File: src/rtl/sync_pkg.sv
// sync_pkg: shared width helpers and pipeline stage type for the sync_arbiter slice
package sync_pkg;
    localparam int TAG_MAX  = 4;
    localparam int DATA_MAX = 32;
    function automatic int width_of(input int n);
        return (n < 2) ? 1 : $clog2(n);
    endfunction
    function automatic int tag_w(input int num_req);
        return width_of(num_req);
    endfunction
    typedef struct packed {
        logic                valid;
        logic [TAG_MAX-1:0]  tag;
        logic [DATA_MAX-1:0] data;
    } stage_t;
endpackage

File: src/rtl/sync_reg.sv
// sync_reg: resetless fixed-depth shift chain carrying tag and payload
module sync_reg #(
    parameter int WIDTH = 8,
    parameter int DEPTH = 3
) (
    input  logic             clk_d,
    input  logic [WIDTH-1:0] d,
    output logic [WIDTH-1:0] q
);
    logic [WIDTH-1:0] stage [DEPTH];
    always_ff @(posedge clk_d) begin
        stage[0] <= d;
        for (int i = 1; i < DEPTH; i++) stage[i] <= stage[i-1];
    end
    assign q = stage[DEPTH-1];
endmodule

File: src/rtl/sync_arbiter.sv
// sync_arbiter: round-robin grant into a shared fixed-latency delay chain
module sync_arbiter
    import sync_pkg::*;
#(
    parameter int NUM_REQ    = 4,
    parameter int DATA_WIDTH = 8,
    parameter int DELAY      = 3
) (
    input  logic                            clk_d,
    input  logic                            rst_n,
    input  logic                            enable_i,
    input  logic                            flush_i,
    input  logic [NUM_REQ-1:0]              req_valid_i,
    input  logic [NUM_REQ*DATA_WIDTH-1:0]   req_data_i,
    output logic [NUM_REQ-1:0]              req_ready_o,
    output logic [NUM_REQ-1:0]              rsp_valid_o,
    output logic [DATA_WIDTH-1:0]           rsp_data_o,
    output logic [width_of(DELAY+1)-1:0]    inflight_o,
    output logic                            busy_o
);
    localparam int TW = tag_w(NUM_REQ);
    localparam int CW = width_of(DELAY+1);
    logic [TW-1:0]             rr_ptr, gidx;
    logic [TW:0]               sum;
    logic [2*NUM_REQ-1:0]      dbl;
    logic [NUM_REQ-1:0]        rot;
    logic                      hs;
    logic [DATA_WIDTH-1:0]     gdata;
    logic [DELAY-1:0]          vld;
    logic [TW+DATA_WIDTH-1:0]  dout;
    assign dbl = {req_valid_i, req_valid_i} >> rr_ptr;
    assign rot = dbl[NUM_REQ-1:0];
    always_comb begin
        sum = '0;
        for (int i = NUM_REQ-1; i >= 0; i--) sum = rot[i] ? {1'b0, rr_ptr} + (TW+1)'(i) : sum;
        gidx = (sum >= (TW+1)'(NUM_REQ)) ? TW'(sum - (TW+1)'(NUM_REQ)) : TW'(sum);
        hs = (|rot) & enable_i & ~flush_i & rst_n;
    end
    assign req_ready_o = hs ? NUM_REQ'(1) << gidx : '0;
    always_comb begin
        gdata = '0;
        for (int k = 0; k < NUM_REQ; k++) gdata = req_ready_o[k] ? req_data_i[k*DATA_WIDTH +: DATA_WIDTH] : gdata;
    end
    sync_reg #(.WIDTH(TW+DATA_WIDTH), .DEPTH(DELAY)) u_reg (
        .clk_d (clk_d),
        .d     ({gidx, gdata}),
        .q     (dout)
    );
    always_ff @(posedge clk_d) begin
        if (!rst_n) begin
            rr_ptr     <= '0;
            vld        <= '0;
            inflight_o <= '0;
        end else if (flush_i) begin
            vld        <= '0;
            inflight_o <= '0;
        end else begin
            vld        <= DELAY'({vld, hs});
            rr_ptr     <= hs ? ((gidx == TW'(NUM_REQ-1)) ? '0 : gidx + TW'(1)) : rr_ptr;
            inflight_o <= inflight_o + CW'(hs) - CW'(vld[DELAY-1]);
        end
    end
    assign rsp_valid_o = vld[DELAY-1] ? NUM_REQ'(1) << dout[TW+DATA_WIDTH-1 -: TW] : '0;
    assign rsp_data_o  = dout[DATA_WIDTH-1:0];
    assign busy_o      = |inflight_o;
endmodule
File: config.mk
export PLATFORM = sky130hd
export DESIGN_NAME = sync_arbiter
export DESIGN_NICKNAME = d
export VERILOG_FILES = /design/src/rtl/sync_pkg.sv /design/src/rtl/sync_reg.sv /design/src/rtl/sync_arbiter.sv
export SDC_FILE = /design/constraint.sdc
export NUM_CORES = 1
export LEC_CHECK = 0
export BUFFER_PORTS_ARGS = -buffer_cell sky130_fd_sc_hd__buf_2
export CAP_MARGIN = 40
export CORE_UTILIZATION = 43
export DETAILED_ROUTE_END_ITERATION = 16
export GPL_TIMING_DRIVEN = 0
export PLACE_DENSITY_LB_ADDON = 0.15
export SLEW_MARGIN = 15
export SYNTH_ARGS = -nofsm -noshare
export SYNTH_HDL_FRONTEND = slang
export SYNTH_SLANG_ARGS = --single-unit
File: constraint.sdc
create_clock -name clk_d -period 2 [get_ports clk_d]
set_input_delay 0.1 -clock clk_d [delete_from_list [all_inputs] [get_ports clk_d]]
set_output_delay 0.1 -clock clk_d [all_outputs]
set_load 0.1 [all_outputs]
# ---- Word-level counts from Yosys, hierarchy flattened
# Memory sizes are Yosys's and may differ from the RTL's.
# Index checks and enable logic that the tools add are counted.
dict set report totals {
  ff_bits 7
  mem_bits_rw 30
  input_bits 40
  out_inout_bits 19
  elab_cells 37
  memories 1
}
dict set report classes {
  add_sub_neg 7
  n_lt_le_gt_ge 1
  eq_ne 1
  shift 3
  n_mux 12
  bitwise_logic 5
  reduce_logical 4
}
# memory words word_bits read_ports rd_clocked_by_memory_dff write_ports line_no
set memory_table {}
lappend memory_table {u_reg.stage 3 10 3 0 3 sync_reg.sv:10} ;# logic [WIDTH-1:0] stage [DEPTH];
# op count
set op_table {}
lappend op_table {{$mux 8} 4}
lappend op_table {{$mux 3} 4}
lappend op_table {{$mux 4} 2}
lappend op_table {{$shl 1x2->4 const A} 2}
lappend op_table {{$shr 8x2->4} 1}
lappend op_table {{$add 2x2->3 const B} 2}
lappend op_table {{$mux 2} 2}
lappend op_table {{$reduce_or 2->1} 2}
lappend op_table {{$reduce_or 4->1} 1}
lappend op_table {{$add 2x1->3 const B} 1}
lappend op_table {{$and 1x1->1} 3}
lappend op_table {{$ge 3x3->1 const B} 1}
lappend op_table {{$add 2x1->2} 1}
lappend op_table {{$add 2x1->2 const B} 1}
lappend op_table {{$eq 2x2->1 const B} 1}
lappend op_table {{$not 1->1} 2}
lappend op_table {{$reduce_and 2->1} 1}
lappend op_table {{$sub 2x1->2} 1}
lappend op_table {{$sub 2x1->2 const B} 1}

# ---- Longest topological paths before layout
# Gate-level depths: netlist of the first run.
dict set report depth {
  word_depth 13
  mapped_depth 10
  mapped_depth_nobuf 9
}

# ---- Modules after synthesis
# From an unflattened synthesis of the first run, not the netlist that was laid out.
dict set report unflattened {
  hier_cells 148
  hier_area_um2 1477.7
}
# module instances cells_each area_per_inst_um2 seq_area_each_um2
set modules_own_cells {}
lappend modules_own_cells {sync_arbiter 1 108 802.0 140.1}
lappend modules_own_cells {sync_reg 1 40 675.6 600.6}

# ---- Least setup slack after synthesis of the first run
# OpenSTA, ideal clock, no wires.
dict set report synth_timing {
  path_kind {register to output}
  startpoint {reg vld[2]}
  endpoint {out rsp_valid_o[0]}
  arrival_ns 2.567
  t_required_ns 1.900
  path_slack_ns -0.667
  stages_incl_launch_ff 2
  path_buffers 0
  path_cell_list {dfxtp_1 > nor3b_1}
}
dict set report synth_via {
  elab_chain_len 1
}
# element line_no
set synth_rtl {}
lappend synth_rtl {{start: declaration} sync_arbiter.sv:29} ;# logic [DELAY-1:0] vld;
lappend synth_rtl {{start signal: assignment} sync_arbiter.sv:58} ;# vld <= DELAY'({vld, hs});
lappend synth_rtl {{$mux 4} sync_arbiter.sv:63} ;# assign rsp_valid_o = vld[DELAY-1] ? NUM_REQ'(1) << dout[TW+DATA_WIDTH-1 -: TW] : '0;
lappend synth_rtl {{end: declaration} sync_arbiter.sv:16} ;# output logic [NUM_REQ-1:0] rsp_valid_o,
# No other way between the ends.

==> run metrics, run 1 <==
outcome=finished clean; P&R area growth vs syn=51.50%; Post-Syn Nets=185; R2R depth=9; final slew viol count=0; MaxCap Viol Count=0; worst vdd ir=0.2627 mV; met3 WL=185 um; met1 wire length=1259 um; largest net degree at the start of global routing=13; top sig layer=met4; antenna violations before repair=0; leading area contributor after synthesis=dfxtp_1; WS Path Type=reg -> reg; FF+latch count, synth=37; aggregate global-route resource usage=0.1693; Ports=59; Remaining Overflow, GRT=0; cts bufs inserted=5; Worst Setup Start Kind=register; min Tclk post-route=1969 ps; Clock Pin Slew Worst Setup and Hold Paths=100 ps; antenna violation net count after detailed routing=0; Antenna Cells=0; initial detailed-routing violation count=37; final hold vios=0; Distinct cells, synth=36; routed vias/inst=4.748; CTS max path bufs=2; Port-buffer cells=58; Rows=21; reg2reg end=u_reg.stage[0][6]; Setup crit end kind=register; Routed WL=3248 um; nets@finish=265; RSZ-0062 raised after global routing=true; slowest stage delay, CP=390 ps; Worst-Margin Slew=487.2 ps; Setup WS post-layout=31.01 ps; worst relative slew slack=0.6774; sequential element share of the synthesized area=0.4950; cells along the critical path=inv_2, o21a_1, o22a_2, ha_4, buf_6, buf_6, a21o_1, o221ai_1, a21oi_2; met2 wire len=1719 um; P per Cell Area=710.3 nW/um2; final core utilization=0.6794; final setup violating endpoints=0; die area=3720 um2; drt pass-1 iters=4; Worst Hold Class=in -> reg; Post-synth ARST share=0; number of enable flip-flop cells after synthesis=0; Die W=60.99 um; CTS sink count=37; clk root buf=clkbuf_4; WL/cell=12.21 um; Crit Path Max Fanout=8; CTS tree=built; vias=1263; Clock Latency Late Sink=330 ps; Final period util=0.9845; placed insts=243; CP Data Arrival Time=2190 ps; CP Launch Point=rr_ptr[0]; synthesized netlist cell count=139; fmax=507.9 MHz; fin cells=266; top cell type's share of synthesized area=0.4950; Crit path top cell by count=buf_6; Slowest cell on crit path=dfxtp_4; DIE HEIGHT=60.99 um; Synth Cell Area=1496 um2; share of cells above drive strength 1=0.5773; initial core utilization=0.4484; pre-CTS setup slack=-320.8 ps; DRC errors left=0; Avg Cell Area, Syn=10.77 um2; Synth area leaders=dfxtp_1 (49%), and3b_1 (5.3%), ha_1 (5.0%), o221ai_1 (4.7%), a21oi_2 (4.1%); Bufs and invs on worst path=3; crit path to=u_reg.stage[0][6]; Core ar.=3337 um2; Post-DP HPWL=2147 um; Stages on worst setup path=9; Leakage=0.001100 uW; CP Data Required Time=2220 ps; Final Wtd Congestion=0.6861; dominant synthesized flop cell=dfxtp_1; first-pass GRT wire length=4574 um; Crit path max-delay family=compound AO/OA/AOI/OAI gates; H-tree depth=2; skew final=7.600 ps; number of global-route vias before repair=1050; r2r setup slk=30 ps; synth warn=0; RR Startpoint=rr_ptr[0]; Worst Hold Path Cells=3
==> logic make-up after synthesis <==
group                    synth area share
multiplexers                     0.006689
AO/OA/AOI/OAI                      0.1798
adder cells (fa/ha/maj)           0.05017
AND/OR/NAND/NOR                    0.1731
flip-flops                         0.4950
buffers and inverters             0.08361
XOR/XNOR                          0.01171
==> sequential cells by signal, indices dropped and copies added, names as in the netlist <==
name and count:
vld 3, rr_ptr 2, inflight_o 2, u_reg.stage 30
==> cells in the mapped netlist (4+ instances only) <==
library cell / count
dfxtp_1: 37
nand2_1: 10
and3b_1: 9
a21o_1: 8
buf_4: 8
o221ai_1: 8
a21oi_2: 7
and2_1: 6
ha_1: 6
inv_1: 6
nor2_1: 4
==> worst min-delay path, stage by stage <==
cell and delay, ps:
buf_2 90, nand2_1 70, a21oi_2 50
==> timing repair <==
action | CTS | global route
buffers inserted | 6 | 7
endpoints found under the hold margin | 0 | 3
endpoints found under the setup margin | 12 | 12
pin swaps | 7 | 6
hold buffers | 0 | 3
gates resized for setup | 38 | 19
==> per-stage QoR <==
| stage | cell area [um2] | total power (uW) | hold WS, ps | TNS, ps |
|---|---|---|---|---|
| 2_1_floorplan | 1515 | 1052 | 245.9 | 0 |
| 3_3_place_gp | 1863 | 1131 | 309.5 | -1070 |
| 3_5_place_dp | 1863 | 1142 | 312.1 | -1817 |
| 4_1_cts | 2108 | 1553 | 1.030 | -23.66 |
| 5_1_grt | 2267 | 1708 | 10.85 | -280.7 |
| 6_report | 2267 | 1610 | 25.83 | 0 |
==> placed cells by master, fill, tap and decap left out, types with 2 or more instances in the layout <==
master,netlist,final
buf_12,0,4
ha_4,0,4
dfxtp_1,37,35
nor2_1,4,2
o221ai_1,8,6
clkinv_2,0,2
xnor2_1,2,2
and3b_1,9,9
a21oi_2,7,8
buf_2,2,54
nor2_4,0,3
dlygate4sd3_1,0,3
and2_4,0,2
dfxtp_4,0,2
clkbuf_4,0,5
ha_1,6,2
a21o_1,8,8
nand2_1,10,10
buf_4,8,20
buf_6,0,3
inv_1,6,5
and2_1,6,4
o221ai_2,0,2
nor2b_4,1,2
==> layer usage <==
layer / vias to the layer above / track usage
met1: 563 / 0.2145
met4: 0 / 0.1104
met2: 58 / 0.2590
met5: - / 0
met3: 8 / 0.03838
li1: 634 / -
==> worst min-delay path by stage <==
stage,startpoint,to,slack (ps)
2_1_floorplan,req_data_i[24],u_reg.stage[0][0],250
3_3_place_gp,u_reg.stage[0][16],u_reg.stage[0][26],310
3_5_place_dp,u_reg.stage[0][5],u_reg.stage[0][15],310
4_1_cts,req_data_i[24],u_reg.stage[0][0],1
5_1_grt,req_data_i[24],u_reg.stage[0][0],10
6_report,req_data_i[30],u_reg.stage[0][6],30
==> layout make-up <==
cell class | count | area, um2
fill | 260 | 1070
multi-input combinational | 81 | 770.7
sequential | 37 | 748.2
timing repair buffer | 74 | 481.7
buffer | 11 | 97.59
tap | 46 | 57.56
inverter | 9 | 56.30
clock buffer | 5 | 37.54
clock inverter | 3 | 17.52
==> power breakdown <==
part           internal [uW]  switching (uW)
clock                    132             229
sequential               778            17.1
combinational            204             250
total                   1110             496
No activity file was read; power rests on OpenSTA's default activity.
==> inputs of run 2 (changes only) <==
Settings changed: CORE_ASPECT_RATIO set to 0.9, CORE_UTILIZATION 43 to 40.
==> run metrics, run 2 (synthesis gave the netlist of run 1 again) <==
first-pass GRT wire length=4609 um (was 4574 um); cells along the critical path=a2111oi_4, or2_4, ha_2, buf_8, clkinv_8, nor2_4, buf_12 (was inv_2, o21a_1, o22a_2, ha_4, buf_6, buf_6, a21o_1, o221ai_1, a21oi_2); cts bufs inserted=5 (unchanged); P per Cell Area=761.2 nW/um2 (was 710.3 nW/um2); CTS tree=built (unchanged); share of cells above drive strength 1=0.5587 (was 0.5773); most frequent cells in the layout=buf_2 (54), dfxtp_1 (35), buf_4 (15) (was buf_2 (54), dfxtp_1 (35), buf_4 (20)); Reg with most FFs=u_reg.stage (unchanged); Worst-Margin Slew=491.7 ps (was 487.2 ps); WL/cell=11.74 um (was 12.21 um); drt pass-1 iters=4 (unchanged); die area=3990 um2 (was 3720 um2); CP Data Arrival Time=1870 ps (was 2190 ps); Die W=66.47 um (was 60.99 um); Setup crit end kind=output pin (was register); commonest non-fill, non-tap cell in the layout=buf_2 (unchanged); antenna violation net count after detailed routing=0 (unchanged); number of global-route vias before repair=1091 (was 1050); Clock Latency Late Sink=270 ps (was 330 ps); initial core utilization=0.4302 (was 0.4484); Slowest cell on crit path=dfxtp_4 (unchanged); P&R area growth vs syn=47.99% (was 51.50%); total negative slack=0 ps (unchanged); Final Wtd Congestion=0.7506 (was 0.6861); vias=1247 (was 1263); Worst Hold Class=in -> reg (unchanged); Final period util=0.9839 (was 0.9845); nets@finish=258 (was 265); RSZ-0062 raised after global routing=true (unchanged); CTS max path bufs=2 (unchanged); min Tclk post-route=1968 ps (was 1969 ps); WS Path Type=reg -> out (was reg -> reg); aggregate global-route resource usage=0.1570 (was 0.1693); fin cells=257 (was 266); Leakage=0.001078 uW (was 0.001100 uW); antenna violations before repair=0 (unchanged); skew final=1.732 ps (was 7.600 ps); Ports=59 (unchanged); DIE HEIGHT=60.03 um (was 60.99 um); Top Registers=u_reg.stage: 30 flops, vld: 3 flops (unchanged); final slew viol count=0 (unchanged); CP Data Required Time=1900 ps (was 2220 ps); Port-buffer cells=58 (unchanged); worst vdd ir=0.2931 mV (was 0.2627 mV); Crit Path Max Fanout=9 (was 8); clk root buf=clkbuf_8 (was clkbuf_4); Post-DP HPWL=2203 um (was 2147 um); MaxCap Viol Count=0 (unchanged); hold buffer count at CTS=0 (unchanged); post-placement cell area=1861 um2 (was 1863 um2); worst relative slew slack=0.6744 (was 0.6774); Clock Pin Slew Worst Setup and Hold Paths=60 ps (was 100 ps); CTS sink count=37 (unchanged); largest net degree at the start of global routing=12 (was 13); H-tree depth=2 (unchanged); Antenna Cells=0 (unchanged); DRC errors left=0 (unchanged); final setup violating endpoints=0 (unchanged); outcome=finished clean (unchanged); placed insts=241 (was 243); fmax=508.2 MHz (was 507.9 MHz); slowest stage delay, CP=370 ps (was 390 ps); Core ar.=3478 um2 (was 3337 um2); final hold vios=0 (unchanged); initial detailed-routing violation count=24 (was 37); fin area=2215 um2 (was 2267 um2); Remaining Overflow, GRT=0 (unchanged); overall power=1686 uW (was 1610 uW); max reg flops=30 (unchanged); Worst Setup Start Kind=register (unchanged); routed vias/inst=4.852 (was 4.748); Routed WL=3018 um (was 3248 um); Rows=20 (was 21)
-- run 2: cell count changes in the layout (fill, tap and decap cells not counted), sizes merged --
cell and change:
clkbuf +2, buf -5, inv -1, clkinv +1
dlygate4sd3 -3, clkinvlp -1
-- run 2: worst max-delay path: cells and delay by family, from the launching register on --
family	cells	cell delay, ps
simple gates	2	320
compound gates	1	350
flops	1	370
buf+inv	3	350
fa+ha+maj	1	180
-- run 2: area by class of cell --
cell class	count	area (um2)
fill	278	1264
sequential	37	745.7
multi-input combinational	81	734.5
timing repair buffer	66	419.2
buffer	12	116.4
clock buffer	6	72.57
inverter	9	61.31
tap	44	55.05
clock inverter	2	10.01
-- run 2: timing repair --
item / in CTS / in global routing
setup endpoints to repair: 12 / 6
buffers inserted: 3 / 4
gates resized for setup: 37 / 12
pin swaps: 4 / 6
gates cloned: 0 / 1
-- run 2: per-layer routing --
metal / routed length (um) / GRT usage
met5: 0 / 0
met4: 46 / 0.06383
met3: 194 / 0.04580
met2: 1449 / 0.2784
met1: 1327 / 0.1768
-- run 2: worst paths after layout --
kind / start / endpoint / slack [ps] / cells after the start
hold / removal: req_data_i[27] / u_reg.stage[0][3] / 80 / 3
setup / recovery: rr_ptr[1] / req_ready_o[3] / 30 / 7
setup reg to reg: rr_ptr[0] / u_reg.stage[0][7] / 130 / 9
hold reg to reg: u_reg.stage[0][18] / u_reg.stage[0][28] / 330 / 0
-- run 2: power by group --
group / switching (uW) / leakage, uW / internal (uW) / total (uW)
combinational: 237 / 0.000731 / 188 / 425
sequential: 17.4 / 0.000303 / 779 / 797
clock: 223 / 0.0000450 / 241 / 464
-- run 2: per-stage QoR --
stage,hold slack (ps),setup slack [ps],util
2_1_floorplan,245.9,1.802,-
3_3_place_gp,310.3,-275.7,0.5349
3_5_place_dp,312.1,-295.9,0.5349
4_1_cts,71.49,1.976,0.6079
5_1_grt,73.59,-64.36,0.6367
6_report,79.93,32.15,0.6367
==> inputs of run 3 (changes only) <==
Settings changed: CORE_MARGIN set to 10, HOLD_SLACK_MARGIN set to 0.15.
==> run metrics, run 3 (synthesis gave the netlist of run 1 again) <==
Setup crit end kind=output pin (unchanged); Slowest cell on crit path=dfxtp_4 (unchanged); cts bufs inserted=5 (unchanged); die area=6591 um2 (was 3990 um2); Worst-Margin Slew=490.8 ps (was 491.7 ps); Worst Hold Class=in -> reg (unchanged); r2r setup slk=110 ps (was 130 ps); worst relative slew slack=0.6750 (was 0.6744); slowest stage delay, CP=390 ps (was 370 ps); DRC errors left=0 (unchanged); aggregate global-route resource usage=0.1120 (was 0.1570); Remaining Overflow, GRT=0 (unchanged); routed vias/inst=4.693 (was 4.852); skew final=5.042 ps (was 1.732 ps); Die W=84.47 um (was 66.47 um); Antenna Cells=0 (unchanged); number of global-route vias before repair=1354 (was 1091); vias=1286 (was 1247); Reg with most FFs=u_reg.stage (unchanged); Top Registers=u_reg.stage: 30 flops, vld: 3 flops (unchanged); final hold vios=0 (unchanged); share of cells above drive strength 1=0.5439 (was 0.5587); antenna violations before repair=0 (unchanged); footprint of the multi-input gates=715.7 um2 (was 734.5 um2); MaxCap Viol Count=0 (unchanged); initial core utilization=0.4097 (was 0.4302); commonest non-fill, non-tap cell in the layout=buf_2 (unchanged); first-pass GRT wire length=6147 um (was 4609 um); min Tclk post-route=1967 ps (was 1968 ps); RSZ-0062 raised after global routing=true (unchanged); Post-DP HPWL=2754 um (was 2203 um); R2R depth=9 (unchanged); Leakage=0.001150 uW (was 0.001078 uW); reg2reg end=u_reg.stage[0][1] (was u_reg.stage[0][7]); Final period util=0.9834 (was 0.9839); H-tree depth=2 (unchanged); Routed WL=3743 um (was 3018 um); worst vdd ir=0.4092 mV (was 0.2931 mV); met3 WL=368 um (was 194 um); Worst Setup Start Kind=register (unchanged); final hold slack=158.0 ps (was 79.93 ps); WL/cell=13.66 um (was 11.74 um); Stages on worst setup path=9 (was 7); drt pass-1 iters=4 (unchanged); CTS sink count=37 (unchanged); Hold Path Origin=flush_i (was req_data_i[27]); WS Path Type=reg -> out (unchanged); DIE HEIGHT=78.03 um (was 60.03 um); cells along the critical path=a21oi_2, o21a_1, o22a_2, buf_4, ha_4, buf_8, clkinv_8, nor2_4, buf_12 (was a2111oi_4, or2_4, ha_2, buf_8, clkinv_8, nor2_4, buf_12); Clock Latency Late Sink=280 ps (was 270 ps); P&R area growth vs syn=55.94% (was 47.99%); Port-buffer cells=58 (unchanged); CTS max path bufs=2 (unchanged); Clock Pin Slew Worst Setup and Hold Paths=70 ps (was 60 ps); Final Wtd Congestion=0.8174 (was 0.7506); CP Data Arrival Time=1870 ps (about the same); P per Cell Area=759.0 nW/um2 (was 761.2 nW/um2); met2 wire len=1802 um (was 1449 um); Core ar.=3652 um2 (was 3478 um2); Crit path max-delay family=compound AO/OA/AOI/OAI gates (was flip-flops); RR Startpoint=rr_ptr[0] (unchanged); nets@finish=273 (was 258); fmax=508.4 MHz (was 508.2 MHz); antenna violation net count after detailed routing=0 (unchanged); FF/Latch Area=745.7 um2 (unchanged); max reg flops=30 (unchanged); final core utilization=0.6389 (was 0.6367); outcome=finished clean (unchanged); CP Data Required Time=1900 ps (about the same); Ports=59 (unchanged); most frequent cells in the layout=buf_2 (54), dfxtp_1 (35), buf_4 (21) (was buf_2 (54), dfxtp_1 (35), buf_4 (15)); Hold EP=inflight_o[1] (was u_reg.stage[0][3]); clk root buf=clkbuf_8 (unchanged); top sig layer=met4 (unchanged); CTS tree=built (unchanged); Rows=21 (was 20); fillers=290 (was 278); final slew viol count=0 (unchanged); initial detailed-routing violation count=36 (was 24); largest net degree at the start of global routing=12 (unchanged); Bufs and invs on worst path=4 (was 3); Crit Path Max Fanout=9 (unchanged); final setup violating endpoints=0 (unchanged); met1 wire length=1480 um (was 1327 um); Worst Hold Path Cells=3 (unchanged)
[run 3: worst max path at each step]
stage	start	end	slack, ps
6_report	rr_ptr[1]	req_ready_o[3]	30
4_1_cts	rr_ptr[0]	req_ready_o[3]	2
3_3_place_gp	rr_ptr[1]	req_ready_o[1]	-260
2_1_floorplan	rr_ptr[1]	req_ready_o[3]	2
5_1_grt	rr_ptr[1]	req_ready_o[2]	-40
3_5_place_dp	rr_ptr[1]	req_ready_o[1]	-360
[run 3: tightest hold or removal path: cells and delay by family]
kind | cells | cell delay (ps)
and+or+nand+nor | 2 | 180
buffers and inverters | 1 | 110
[run 3: report_power, final]
part	internal (uW)	switching (uW)	total (uW)	leakage, uW
Sequential	779	17.5	797	0.000303
Clock	311	231	542	0.0000542
Combinational	197	236	433	0.000793
Total	1290	484	1770	0.00115
[run 3: routing by layer]
metal / up-vias / global-route usage
met2: 50 / 0.1915
met4: 0 / 0.05592
met3: 8 / 0.05057
met1: 576 / 0.1143
met5: - / 0
li1: 652 / -
[run 3: area by class of cell]
type | instances | area share
Tap cell | 46 | 0.02466
Timing Repair Buffer | 81 | 0.2311
Inverter | 9 | 0.02627
Sequential cell | 37 | 0.3196
Multi-Input combinational cell | 81 | 0.3067
Clock inverter | 1 | 0.002145
Buffer | 12 | 0.04826
Clock buffer | 7 | 0.04129
[run 3: what timing repair did]
item,CTS,global route
setup buffers,4,9
pin swaps,4,3
hold buffers,10,0
setup endpoints to repair,12,7
resized for setup,39,7
hold endpoints to repair,11,0
[run 3: through the flow]
step	setup TNS (ps)	setup WS (ps)	cell area (um2)	instances	power [uW]
final	0	33.15	2333	274	1771
after global routing	-103.2	-40.61	2333	274	1857
after CTS	0	1.685	2246	265	1749
after detailed placement	-2162	-360.7	1863	243	1144
after global placement	-1085	-261.4	1863	243	1132
after floorplan	0	1.802	1515	139	1052
